<file path="src/rtl/frame_capture_scheduler_if.sv">
// Frame capture scheduler bus: decoder/writer/host strobes in,
// grants, capture start, frame status and error counters out.
interface frame_capture_scheduler_if;
   logic       enable;
   logic       frame_done;
   logic       cap_done;
   logic       host_rd_req;
   logic       host_rd_done;
   logic       cap_start;
   logic       cap_grant;
   logic       host_grant;
   logic       frame_ready;
   logic [7:0] drop_count;
   logic       cap_timeout;

   modport master (
      output enable, frame_done, cap_done, host_rd_req, host_rd_done,
      input  cap_start, cap_grant, host_grant, frame_ready,
      input  drop_count, cap_timeout
   );

   modport slave (
      input  enable, frame_done, cap_done, host_rd_req, host_rd_done,
      output cap_start, cap_grant, host_grant, frame_ready,
      output drop_count, cap_timeout
   );
endinterface

</file>
<file path="src/rtl/frame_capture_scheduler.sv">
// Periodic frame capture scheduler with single-owner frame-buffer arbitration.
// Ports: clk, reset (async, active-high), bus (slave modport of
//   frame_capture_scheduler_if: enable, frame_done, cap_done, host_rd_req,
//   host_rd_done in; cap_start, cap_grant, host_grant, frame_ready,
//   drop_count, cap_timeout out).
module frame_capture_scheduler #(
   parameter int FRAME_RATE     = 30,
   parameter int INTERVAL_SEC   = 5,
   parameter int TIMEOUT_CYCLES = 65535
) (
   input logic                     clk,
   input logic                     reset,
   frame_capture_scheduler_if.slave bus
);

   localparam int INTERVAL = FRAME_RATE * INTERVAL_SEC;
   localparam int CW = (INTERVAL > 1) ? $clog2(INTERVAL) : 1;
   localparam int TW = (TIMEOUT_CYCLES > 1) ? $clog2(TIMEOUT_CYCLES + 1) : 1;
   localparam logic [CW-1:0] CNT_LAST = CW'(INTERVAL - 1);
   localparam logic [TW-1:0] TMO_LAST = TW'(TIMEOUT_CYCLES - 1);

   typedef enum logic [1:0] {
      IDLE    = 2'd0,
      CAPTURE = 2'd1,
      READ    = 2'd2
   } state_t;

   state_t        state;
   state_t        state_d;
   logic [CW-1:0] frame_cnt;
   logic [TW-1:0] tmo_cnt;
   logic          capture_due;
   logic          frame_ready;
   logic          cap_start;
   logic          cap_grant;
   logic          host_grant;
   logic [7:0]    drop_count;
   logic          cap_timeout;

   logic          frame_tick;
   logic          due_event;
   logic          drop_event;
   logic          take;
   logic          ready_set;
   logic          ready_clr;
   logic          tmo_hit;

   assign frame_tick = bus.enable & bus.frame_done;
   assign due_event  = frame_tick & (frame_cnt == CNT_LAST);
   // Only one capture may be pending; any further one is lost.
   assign drop_event = due_event & capture_due;

   always_ff @(posedge clk or posedge reset) begin
      if (reset) begin
         frame_cnt <= '0;
      end else if (frame_tick) begin
         frame_cnt <= (frame_cnt == CNT_LAST) ? '0 : frame_cnt + CW'(1);
      end
   end

   always_comb begin
      state_d   = state;
      take      = 1'b0;
      ready_set = 1'b0;
      ready_clr = 1'b0;
      tmo_hit   = 1'b0;
      unique case (state)
         IDLE: begin
            if (capture_due) begin
               state_d = CAPTURE;
               take    = 1'b1;
            end else if (bus.host_rd_req && frame_ready) begin
               state_d   = READ;
               ready_clr = 1'b1;
            end
         end
         CAPTURE: begin
            // Completion wins over a timeout landing on the same cycle.
            if (bus.cap_done) begin
               state_d   = IDLE;
               ready_set = 1'b1;
            end else if (tmo_cnt == TMO_LAST) begin
               state_d = IDLE;
               tmo_hit = 1'b1;
            end
         end
         READ: begin
            if (bus.host_rd_done) begin
               state_d = IDLE;
            end
         end
         default: begin
            state_d = IDLE;
         end
      endcase
   end

   always_ff @(posedge clk or posedge reset) begin
      if (reset) begin
         state      <= IDLE;
         cap_start  <= 1'b0;
         cap_grant  <= 1'b0;
         host_grant <= 1'b0;
         tmo_cnt    <= '0;
      end else begin
         state      <= state_d;
         cap_start  <= take;
         cap_grant  <= (state_d == CAPTURE);
         host_grant <= (state_d == READ);
         if ((state == CAPTURE) && (state_d == CAPTURE)) begin
            tmo_cnt <= tmo_cnt + TW'(1);
         end else begin
            tmo_cnt <= '0;
         end
      end
   end

   always_ff @(posedge clk or posedge reset) begin
      if (reset) begin
         capture_due <= 1'b0;
         frame_ready <= 1'b0;
         drop_count  <= '0;
         cap_timeout <= 1'b0;
      end else begin
         if (due_event && !capture_due) begin
            capture_due <= 1'b1;
         end else if (take) begin
            capture_due <= 1'b0;
         end
         if (ready_set) begin
            frame_ready <= 1'b1;
         end else if (ready_clr) begin
            frame_ready <= 1'b0;
         end
         if (drop_event && (drop_count != 8'hFF)) begin
            drop_count <= drop_count + 8'd1;
         end
         if (tmo_hit) begin
            cap_timeout <= 1'b1;
         end
      end
   end

   assign bus.cap_start   = cap_start;
   assign bus.cap_grant   = cap_grant;
   assign bus.host_grant  = host_grant;
   assign bus.frame_ready = frame_ready;
   assign bus.drop_count  = drop_count;
   assign bus.cap_timeout = cap_timeout;

endmodule

</file>
<file path="src/flat_wrapper.sv">
// flat-port wrapper written by rule: the top's interface ports become plain ports
module frame_capture_scheduler_flat 
#(
   parameter int FRAME_RATE     = 30,
   parameter int INTERVAL_SEC   = 5,
   parameter int TIMEOUT_CYCLES = 65535
)
  (clk, reset, bus_enable, bus_frame_done, bus_cap_done, bus_host_rd_req, bus_host_rd_done, bus_cap_start, bus_cap_grant, bus_host_grant, bus_frame_ready, bus_drop_count, bus_cap_timeout);
  frame_capture_scheduler_if bus_i ();
  input logic clk;
  input logic reset;
  input wire logic [$bits(bus_i.enable)-1:0] bus_enable;
  input wire logic [$bits(bus_i.frame_done)-1:0] bus_frame_done;
  input wire logic [$bits(bus_i.cap_done)-1:0] bus_cap_done;
  input wire logic [$bits(bus_i.host_rd_req)-1:0] bus_host_rd_req;
  input wire logic [$bits(bus_i.host_rd_done)-1:0] bus_host_rd_done;
  output wire logic [$bits(bus_i.cap_start)-1:0] bus_cap_start;
  output wire logic [$bits(bus_i.cap_grant)-1:0] bus_cap_grant;
  output wire logic [$bits(bus_i.host_grant)-1:0] bus_host_grant;
  output wire logic [$bits(bus_i.frame_ready)-1:0] bus_frame_ready;
  output wire logic [$bits(bus_i.drop_count)-1:0] bus_drop_count;
  output wire logic [$bits(bus_i.cap_timeout)-1:0] bus_cap_timeout;
  assign bus_i.enable = bus_enable;
  assign bus_i.frame_done = bus_frame_done;
  assign bus_i.cap_done = bus_cap_done;
  assign bus_i.host_rd_req = bus_host_rd_req;
  assign bus_i.host_rd_done = bus_host_rd_done;
  assign bus_cap_start = bus_i.cap_start;
  assign bus_cap_grant = bus_i.cap_grant;
  assign bus_host_grant = bus_i.host_grant;
  assign bus_frame_ready = bus_i.frame_ready;
  assign bus_drop_count = bus_i.drop_count;
  assign bus_cap_timeout = bus_i.cap_timeout;
  frame_capture_scheduler #(.FRAME_RATE(FRAME_RATE), .INTERVAL_SEC(INTERVAL_SEC), .TIMEOUT_CYCLES(TIMEOUT_CYCLES)) u_core (.clk(clk), .reset(reset), .bus(bus_i));
endmodule
</file>
<file path="config.mk">
export PLATFORM = sky130hd
export DESIGN_NAME = frame_capture_scheduler_flat
export DESIGN_NICKNAME = d
export VERILOG_FILES = /design/src/rtl/frame_capture_scheduler_if.sv /design/src/rtl/frame_capture_scheduler.sv /design/src/flat_wrapper.sv
export SDC_FILE = /design/constraint.sdc
export NUM_CORES = 1
export LEC_CHECK = 0
export ABC_AREA = 1
export BUFFER_PORTS_ARGS = -buffer_cell sky130_fd_sc_hd__buf_2
export CAP_MARGIN = 25
export CORE_UTILIZATION = 44
export DETAILED_ROUTE_END_ITERATION = 12
export PLACE_DENSITY_LB_ADDON = 0.3
export SYNTH_ARGS = -nofsm -noshare
export SYNTH_HDL_FRONTEND = slang
export SYNTH_SLANG_ARGS = --single-unit
</file>
<file path="constraint.sdc">
create_clock -name clk -period 1.7 [get_ports clk]
set_input_delay 0.17 -clock clk [delete_from_list [all_inputs] [get_ports clk]]
set_output_delay 0.17 -clock clk [all_outputs]
set_load 0.01 [all_outputs]
</file>
* Word level (Yosys, flattened, before mapping)
Cells that the tools add are included.
Widths: inputs -> output; s select.
** Cells by class
- Add/sub/neg operators :: 3
- Equality and inequality tests :: 7
- Muxes and demuxes :: 22
- Bitwise operators :: 3
- Reduce and logical (&&, ||, !) cells :: 8
** Operators with widths (number)
- $add 16x1->16 const B :: 1
- $add 8x1->8 const B :: 2
- $eq 16x16->1 const B :: 1
- $mux 16 :: 1
- $mux 1 :: 14
- $mux 2 :: 5
- $eq 8x8->1 const B :: 1
- $mux 8 :: 1
- $ne 8x8->1 const B :: 1
- $pmux 2 s3 :: 1
- $eq 2x1->1 const B :: 2
- $eq 2x2->1 const B :: 2
- $logic_and 1x1->1 :: 4
- $reduce_bool 2->1 :: 2
- $and 1x1->1 :: 3
- $logic_not 2->1 :: 1
- $logic_not 1->1 :: 1
** Storage, ports and cells
- Register bits after elaboration :: 40
- Input bits :: 7
- Logic and storage cells :: 53

* Depth between registers and ports, before layout
Gate-level depths: netlist (run 1).
- Word-level depth :: 7
- Mapped depth :: 9
- Depth with buffers taken out :: 9

* Least setup slack after synthesis (run 1)
Ideal clock, no wire load.
- Kind :: register to register
- From :: register u_core.tmo_cnt[0]
- To :: register u_core.tmo_cnt[10]
- Setup time :: 0.119 ns
- Arrival :: 1.276 ns
- Setup slack :: 0.306 ns
- Cell stages (with the launch flop) :: 9
- Buffers on the path :: 1
- Clock period less this slack :: 1.394 ns
- Cell sequence :: dfrtp_1 -> inv_1 -> ha_1 -> nand2_1 -> nor2_1 -> nand2_1 -> o21ai_4 -> buf_6 -> nor2_2
** Between the ends
- Cells in the longest elaborated chain, start to end :: 7
** RTL lines
- from (decl) :: line frame_capture_scheduler.sv:31 : logic [TW-1:0] tmo_cnt;
- from (signal assigned) :: line frame_capture_scheduler.sv:111 : tmo_cnt <= tmo_cnt + TW'(1);
- $eq 16x16->1 :: line frame_capture_scheduler.sv:82 : end else if (tmo_cnt == TMO_LAST) begin
- $mux 2 :: line frame_capture_scheduler.sv:82
- $mux 2 :: line frame_capture_scheduler.sv:79 : if (bus.cap_done) begin
- $pmux 2 s3 :: line frame_capture_scheduler.sv:67 : unique case (state)
- $eq 2x1->1 :: line frame_capture_scheduler.sv:110 : if ((state == CAPTURE) && (state_d == CAPTURE)) begin
- $logic_and 1x1->1 :: line frame_capture_scheduler.sv:110
- $mux 16 * :: line frame_capture_scheduler.sv:110
Every way passes the cells marked *; elsewhere a longest branch is shown, timed or not.
A chain may end at the register's enable or synchronous reset.

* Worst setup path after layout (run 1)
- From :: register u_core.drop_count[0] (netlist: u_core.bus.drop_count[0])
- To :: register u_core.drop_count[6] (netlist: u_core.bus.drop_count[6])
** Between the ends
- Cells in the longest elaborated chain, start to end :: 2
** RTL lines
- from (decl) :: line frame_capture_scheduler.sv:37 : logic [7:0] drop_count;
- from (signal assigned) :: line frame_capture_scheduler.sv:136 : drop_count <= drop_count + 8'd1;
- parallel branches: the longest is 2 deep, another holds $add 8x1->8
Parallel ways; which one is timed is not known.

==> flow_metrics.py, run 1 <==
metrics = {
    "logic_synthesis": {
        "synthesis.area_um2": 2155,
        "yosysWarnings": 0,
        "synth_seq_cells": 40,
        "postSynthCellCount": 271,
        "synth_area_per_cell_um2": 7.950,
        "syn_nets": 283,
        "yosysSeqAreaShare": 0.4646,
        "synth_cell_types": 24,
    },
    "timing": {
        "worstMarginPinSlew_ns": 0.4911,
        "setup-tns-final_ns": 0,
        "finalMaxSlewViolations": 0,
        "min_period_ns": 1.506,
        "min_period_over_period": 0.8859,
        "hold_violations": 40,
        "timing.hold.ws_ns": -0.01476,
        "relSlewSlack": 0.6726,
        "fmax_mhz": 664.0,
        "rsz0062_at_grt": "no",
        "setup_viol_count_final": 0,
        "layout_setup_ws_ns": 0.1939,
        "clock_skew_ns": 0.007118,
    },
    "die": {
        "die_y_um": 71.98,
        "core_area_um2": 4723,
        "die_area_um2": 5180,
        "die_w_um": 71.98,
        "start_util": 0.4562,
        "rows": 25,
        "io_pins": 20,
    },
    "detailed_routing": {
        "dr.pass1.iters": 4,
        "routed_wirelength_um": 3924,
        "num_vias": 1721,
        "first_iter_violations": 72,
        "vias_per_cell": 4.689,
        "antenna_left": 0,
        "wire_per_inst_um": 10.69,
        "drc": 0,
    },
    "grt": {
        "grt_max_degree": 41,
        "grt_use_total": 0.1668,
        "grt_pass1_vias": 1468,
        "grt_remaining_overflow": 0,
        "antenna_found_initial": 0,
        "grt_pass1_wl_um": 6706,
    },
    "hold_path": {
        "hold_path_class": "in -> async",
    },
    "status": {
        "failed_checks": "negative hold slack",
        "outcome": "finished, violations left",
    },
    "placed_design": {
        "gp_congestion": 0.8017,
        "dp_hpwl_um": 2866,
        "dp_slack_ns": 0.1764,
        "port_buffers": 19,
    },
    "critical_path": {
        "startpoint_type": "flop",
        "crit_arrival_ns": 1.69,
        "rrSetupSlack_ns": 0.19,
        "worstSetupPathType": "reg -> reg",
        "r2r-start": "u_core.bus.drop_count[0]$_DFFE_PP0P_",
        "reg2reg_depth": 7,
        "r2r_end": "u_core.bus.drop_count[6]$_DFFE_PP0P_",
        "worstPathRequired_ns": 1.88,
        "critPathMaxFanout": 9,
        "endpoint_kind": "flop",
    },
    "clocking": {
        "clk_latency_ns": 0.29,
        "cts_tree": "yes",
        "cts_buffers": 5,
        "cts_max_path_buffers": 2,
        "post-cts-setup-buffers": 0,
        "cts_root_buf": "clkbuf_8",
        "htree_num_levels": 2,
        "clkSinkCount": 40,
        "clk_pin_slew_ns": 0.08,
        "hold_buffers": 0,
        "cts-resized-gates": 0,
    },
    "finish": {
        "nNetsFinal": 311,
        "final_common_cell": "nand2_1",
        "final_util": 0.5219,
        "area_growth_pct": 14.40,
        "drive_gt1_frac": 0.1667,
        "antennaDiodeCount": 0,
        "final_cell_mix": "nand2_1, dfrtp_1, nor2_1, inv_1, nand3_1",
    },
    "power_and_ir_drop": {
        "ir_worst_vdd_uv": 513.6,
        "p_leak_nw": 1.160,
        "powerDensity_nw_per_um2": 987.7,
    },
    "run": {
        "cap_violations": 0,
    },
}
==> power breakdown <==
group / internal [W] / switching [W]
Combinational: 0.000173 / 0.000284
Clock: 0.000436 / 0.000333
Sequential: 0.00108 / 0.000127
==> layout make-up <==
| type | instances | area [um^2] |
|---|---|---|
| Clock inverter | 2 | 35.03 |
| Clock buffer | 6 | 72.57 |
| Inverter | 27 | 101.3 |
| Sequential cell | 40 | 1001 |
| Multi-Input combinational cell | 203 | 1041 |
| Timing Repair Buffer | 22 | 130.1 |
| Fill cell | 440 | 2258 |
| Tap cell | 67 | 83.83 |
==> metrics by stage <==
| step | std cells | power [W] | instance area [um^2] |
|---|---|---|---|
| 2_1_floorplan | 271 | 0.001548 | 2155 |
| 3_3_place_gp | 359 | 0.001674 | 2357 |
| 3_5_place_dp | 359 | 0.001695 | 2357 |
| 4_1_cts | 367 | 0.002464 | 2465 |
| 5_1_grt | 367 | 0.002596 | 2465 |
| 6_report | 367 | 0.002435 | 2465 |
==> worst max-delay path, stage by stage, from the launching register on <==
cell	delay, ns
dfrtp_1	0.42
ha_1	0.25
inv_1	0.06
nor2_1	0.06
nand2_2	0.17
nand4_2	0.26
nand2_1	0.12
nand2_1	0.06
==> worst max path at each step <==
stage	startpoint	to
after global routing	u_core.bus.drop_count[0]$_DFFE_PP0P_	u_core.bus.drop_count[1]$_DFFE_PP0P_
after CTS	u_core.bus.drop_count[0]$_DFFE_PP0P_	u_core.bus.drop_count[4]$_DFFE_PP0P_
final	u_core.bus.drop_count[0]$_DFFE_PP0P_	u_core.bus.drop_count[6]$_DFFE_PP0P_
after global placement	u_core.bus.drop_count[0]$_DFFE_PP0P_	u_core.bus.drop_count[7]$_DFFE_PP0P_
after floorplan	u_core.tmo_cnt[0]$_DFF_PP0_	u_core.tmo_cnt[10]$_DFF_PP0_
after detailed placement	u_core.bus.drop_count[0]$_DFFE_PP0P_	u_core.bus.drop_count[7]$_DFFE_PP0P_
==> cell families after synthesis <==
family,after synthesis,synth area share
AND/OR/NAND/NOR,162,0.3357
flip-flops,40,0.4646
buffers and inverters,28,0.05227
AO/OA/AOI/OAI,23,0.06562
XOR/XNOR,13,0.05285
adder cells (fa/ha/maj),5,0.02904
==> sequential cells by signal (all words and copies together), names as in the netlist <==
signal                  count
u_core.bus.host_grant       1
u_core.bus.cap_timeout      1
u_core.bus.cap_start        1
u_core.frame_cnt            8
u_core.bus.cap_grant        1
u_core.capture_due          1
u_core.bus.drop_count       8
u_core.state                2
u_core.tmo_cnt             16
u_core.bus.frame_ready      1
==> synth_stat cells <==
cell / instances / area, um^2
nor3_1: 1 / 5.000
nand3_2: 1 / 10.01
nand2_1: 80 / 300.3
nor2_4: 2 / 22.52
nand3_1: 24 / 120.1
o21bai_1: 2 / 15.01
nand3b_1: 1 / 7.510
xor2_1: 9 / 78.83
ha_1: 5 / 62.56
nor2_2: 12 / 75.07
o21ai_4: 1 / 16.27
o22ai_1: 2 / 12.51
a21o_1: 2 / 15.01
o21ai_0: 10 / 50.05
a21oi_1: 5 / 25.02
buf_6: 1 / 11.26
xnor2_1: 4 / 35.03
inv_1: 27 / 101.4
o31ai_1: 1 / 7.510
nand2_2: 4 / 25.02
nand4_2: 1 / 12.51
nand4_1: 4 / 25.02
dfrtp_1: 40 / 1001
nor2_1: 32 / 120.1
==> per-layer routing <==
layer | global-route usage | share of wire
met5 | 0 | 0
met2 | 0.2558 | 0.45
met4 | 0.04575 | 0.013
met1 | 0.2341 | 0.50
met3 | 0.04583 | 0.027
No activity file was read; power rests on OpenSTA's default activity.
==> inputs of run 2 (changes only) <==
--- a/config.mk
+++ b/config.mk
@@ -5,7 +5,6 @@
 export SDC_FILE = /design/constraint.sdc
 export NUM_CORES = 1
 export LEC_CHECK = 0
-export ABC_AREA = 1
 export BUFFER_PORTS_ARGS = -buffer_cell sky130_fd_sc_hd__buf_2
 export CAP_MARGIN = 25
 export CORE_UTILIZATION = 44
==> constraint.sdc (replaced) <==
create_clock -name clk -period 1.3 [get_ports clk]
set_input_delay 0.13 -clock clk [delete_from_list [all_inputs] [get_ports clk]]
set_output_delay 0.13 -clock clk [all_outputs]
set_load 0.01 [all_outputs]
==> run 2 against run 1 <==
Compared with the run above: cell count down 13%; the flow finishes with violations (negative setup slack); sequential power up 17%; largest cell class unchanged; combinational power up 50%; clock power about the same; highest routed layer unchanged.
==> flow_metrics.py, run 2 <==
metrics = {
    "die": {
        "io_pins": 20,
        "die_w_um": 67.88,
        "core_area_um2": 4086,
        "rows": 23,
        "start_util": 0.4672,
        "die_area_um2": 4607,
        "die_y_um": 67.88,
    },
    "logic_synthesis": {
        "synth_most_common_cell": "dfrtp_1",
        "synth_cell_types": 33,
        "synth_edf_count": 0,
        "ys.flop_type": "dfrtp_1",
        "syn_nets": 195,
        "synth_area_leaders": "dfrtp_1, xnor2_1, nor2_1",
        "yosysSeqAreaShare": 0.5242,
        "synthTopCellsByCount": "dfrtp_1, nor2_1, xnor2_1",
        "synthesis.area_um2": 1909,
        "synth_seq_cells": 40,
        "async_reset_ff_frac": 1.000,
        "yosys.area.top_type": "dfrtp_1",
        "synth_top_area_share": 0.5242,
        "yosysWarnings": 0,
        "postSynthCellCount": 183,
        "synth_area_per_cell_um2": 10.43,
    },
    "critical_path": {
        "r2r-start": "u_core.frame_cnt[1]$_DFFE_PP0P_",
        "r2r_end": "u_core.bus.drop_count[1]$_DFFE_PP0P_",
        "reg2reg_depth": 6,
        "rrSetupSlack_ns": -0.35,
        "worstSetupPathType": "reg -> reg",
        "endpoint_kind": "flop",
        "crit_arrival_ns": 1.83,
        "worstPathRequired_ns": 1.48,
        "startpoint_type": "flop",
        "critPathMaxFanout": 4,
    },
    "grt": {
        "use_met3": 0.04000,
        "grt.busiest_layer": "met2",
        "grt_pass1_wl_um": 6617,
        "grt_pass1_vias": 1561,
        "met2_usage": 0.3762,
        "antenna_found_initial": 0,
        "grt_use_total": 0.1983,
        "grtUsageMet1": 0.2091,
        "grt_max_degree": 41,
        "grt_remaining_overflow": 0,
    },
    "timing": {
        "rsz0062_at_grt": "yes",
        "min_period_over_period": 1.270,
        "setup_viol_count_final": 34,
        "timing.hold.ws_ns": 0.1322,
        "clock_skew_ns": 0.005338,
        "relSlewSlack": 0.7378,
        "finalMaxSlewViolations": 0,
        "worstMarginPinSlew_ns": 0.3897,
        "hold_violations": 0,
        "min_period_ns": 1.651,
        "setup-tns-final_ns": -8.393,
        "fmax_mhz": 605.6,
        "layout_setup_ws_ns": -0.3513,
    },
    "placed_design": {
        "gp_congestion": 0.8474,
        "port_buffers": 19,
        "dpl-instance-area_um2": 2449,
        "dp_slack_ns": -0.3709,
        "dp_hpwl_um": 2897,
        "place_inst": 298,
    },
    "power_and_ir_drop": {
        "powerDensity_nw_per_um2": 1005,
        "ir_worst_vdd_uv": 892.0,
        "p_leak_nw": 1.359,
    },
    "clocking": {
        "clk_pin_slew_ns": 0.07,
        "clk_latency_ns": 0.30,
        "cts_tree": "yes",
        "clkSinkCount": 40,
        "cts_max_path_buffers": 2,
        "cts_buffers": 5,
        "htree_num_levels": 2,
        "cts_root_buf": "clkbuf_8",
    },
    "finish": {
        "final_cell_mix": "buf_4, dfrtp_1, buf_2, xnor2_1",
        "final_area_um2": 2850,
        "largest_register_ffs": 16,
        "nNetsFinal": 281,
        "top_register": "u_core.tmo_cnt",
        "area_growth_pct": 49.28,
        "largest_registers": "u_core.tmo_cnt: 16 flops, u_core.bus.drop_count: 8 flops, u_core.frame_cnt: 8 flops",
        "fin_cells": 319,
        "final_common_cell": "buf_4",
        "antennaDiodeCount": 0,
        "drive_gt1_frac": 0.4758,
    },
    "detailed_routing": {
        "num_vias": 1659,
        "wire_per_inst_um": 14.12,
        "first_iter_violations": 58,
        "vias_per_cell": 5.201,
        "antenna_left": 0,
        "dr.pass1.iters": 4,
        "routed_wirelength_um": 4503,
        "drc": 0,
    },
    "status": {
        "outcome": "finished, violations left",
        "failed_checks": "negative setup slack",
    },
    "hold_path": {
        "whs_path_depth": 3,
        "worstHoldStart": "bus_cap_done",
        "hold_path_class": "in -> reg",
        "min_to": "u_core.bus.frame_ready$_DFFE_PP0P_",
    },
    "run": {
        "cap_violations": 0,
    },
}
## run 2: changes by cell type after synthesis, moves of 3 or more
cell     change
and4_1       +3
inv_1       -21
nand2_1     -69
nand2_2      -4
nand3_1     -10
nand4_1      +5
nor2_1       -5
nor2_2      -12
nor3_1       +5
nor4_1       +7
o21ai_0      -8
xnor2_1     +11
## run 2: kinds of logic after synthesis
family                     share of synthesized area
buffers and inverters                        0.02293
adders and majority gates                    0.03277
xor gates and xnor gates                      0.1101
AOI/OAI and AO/OA                            0.05111
muxes                                        0.01704
DFF                                           0.5242
and+or+nand+nor                               0.2418
## run 2: how the worst max path moves through the flow
stage	cells past startpoint	slack (ns)	endpoint	from
3_5_place_dp	5	-0.37	u_core.bus.drop_count[5]$_DFFE_PP0P_	u_core.bus.drop_count[1]$_DFFE_PP0P_
4_1_cts	6	-0.31	u_core.bus.drop_count[6]$_DFFE_PP0P_	u_core.frame_cnt[1]$_DFFE_PP0P_
2_1_floorplan	7	-0.33	u_core.bus.drop_count[6]$_DFFE_PP0P_	u_core.frame_cnt[1]$_DFFE_PP0P_
6_report	6	-0.35	u_core.bus.drop_count[1]$_DFFE_PP0P_	u_core.frame_cnt[1]$_DFFE_PP0P_
3_3_place_gp	6	-0.31	u_core.bus.drop_count[6]$_DFFE_PP0P_	u_core.frame_cnt[1]$_DFFE_PP0P_
5_1_grt	6	-0.43	u_core.bus.drop_count[6]$_DFFE_PP0P_	u_core.frame_cnt[1]$_DFFE_PP0P_
## run 2: cell type report
type	instances	area [um^2]
fill	297	1236
multi-input combinational	134	1070
sequential	40	1001
timing repair buffer	82	616.8
clock buffer	6	72.57
tap	50	62.56
inverter	6	22.52
clock inverter	1	5.005
## run 2: through the flow
| stage | utilization | power [W] |
|---|---|---|
| floorplan | - | 0.001741 |
| global placement | 0.5992 | 0.001993 |
| detailed placement | 0.5992 | 0.002013 |
| CTS | 0.6540 | 0.002831 |
| global route | 0.6975 | 0.003041 |
| finish | 0.6975 | 0.002865 |
## run 2: metal layers
layer / up-vias / part of all wire
met1: 820 / 0.40
met5: - / 0
met4: 0 / 0.014
li1: 810 / -
met2: 22 / 0.56
met3: 7 / 0.022
## run 2: timing repair
action,4_1_cts,5_1_grt
buffers inserted,5,8
hold buffers,1,0
endpoints found under the hold margin,40,0
gates resized for setup,27,26
endpoints found under the setup margin,33,35
pin swaps,15,12
## run 2: critical path, cell delays in order, from the launching register on
cell and delay (ns):
dfrtp_1 0.38, inv_1 0.06, ha_1 0.13, and4bb_2 0.29
and4_4 0.26, nand3_2 0.11, mux2_4 0.31
## run 2: report_power, final
group | leakage [nW] | internal [W] | switching, W
sequential | 0.546 | 0.00135 | 0.0000581
combinational | 0.772 | 0.000329 | 0.000358
clock | 0.0410 | 0.000364 | 0.000402
total | 1.36 | 0.00205 | 0.000818
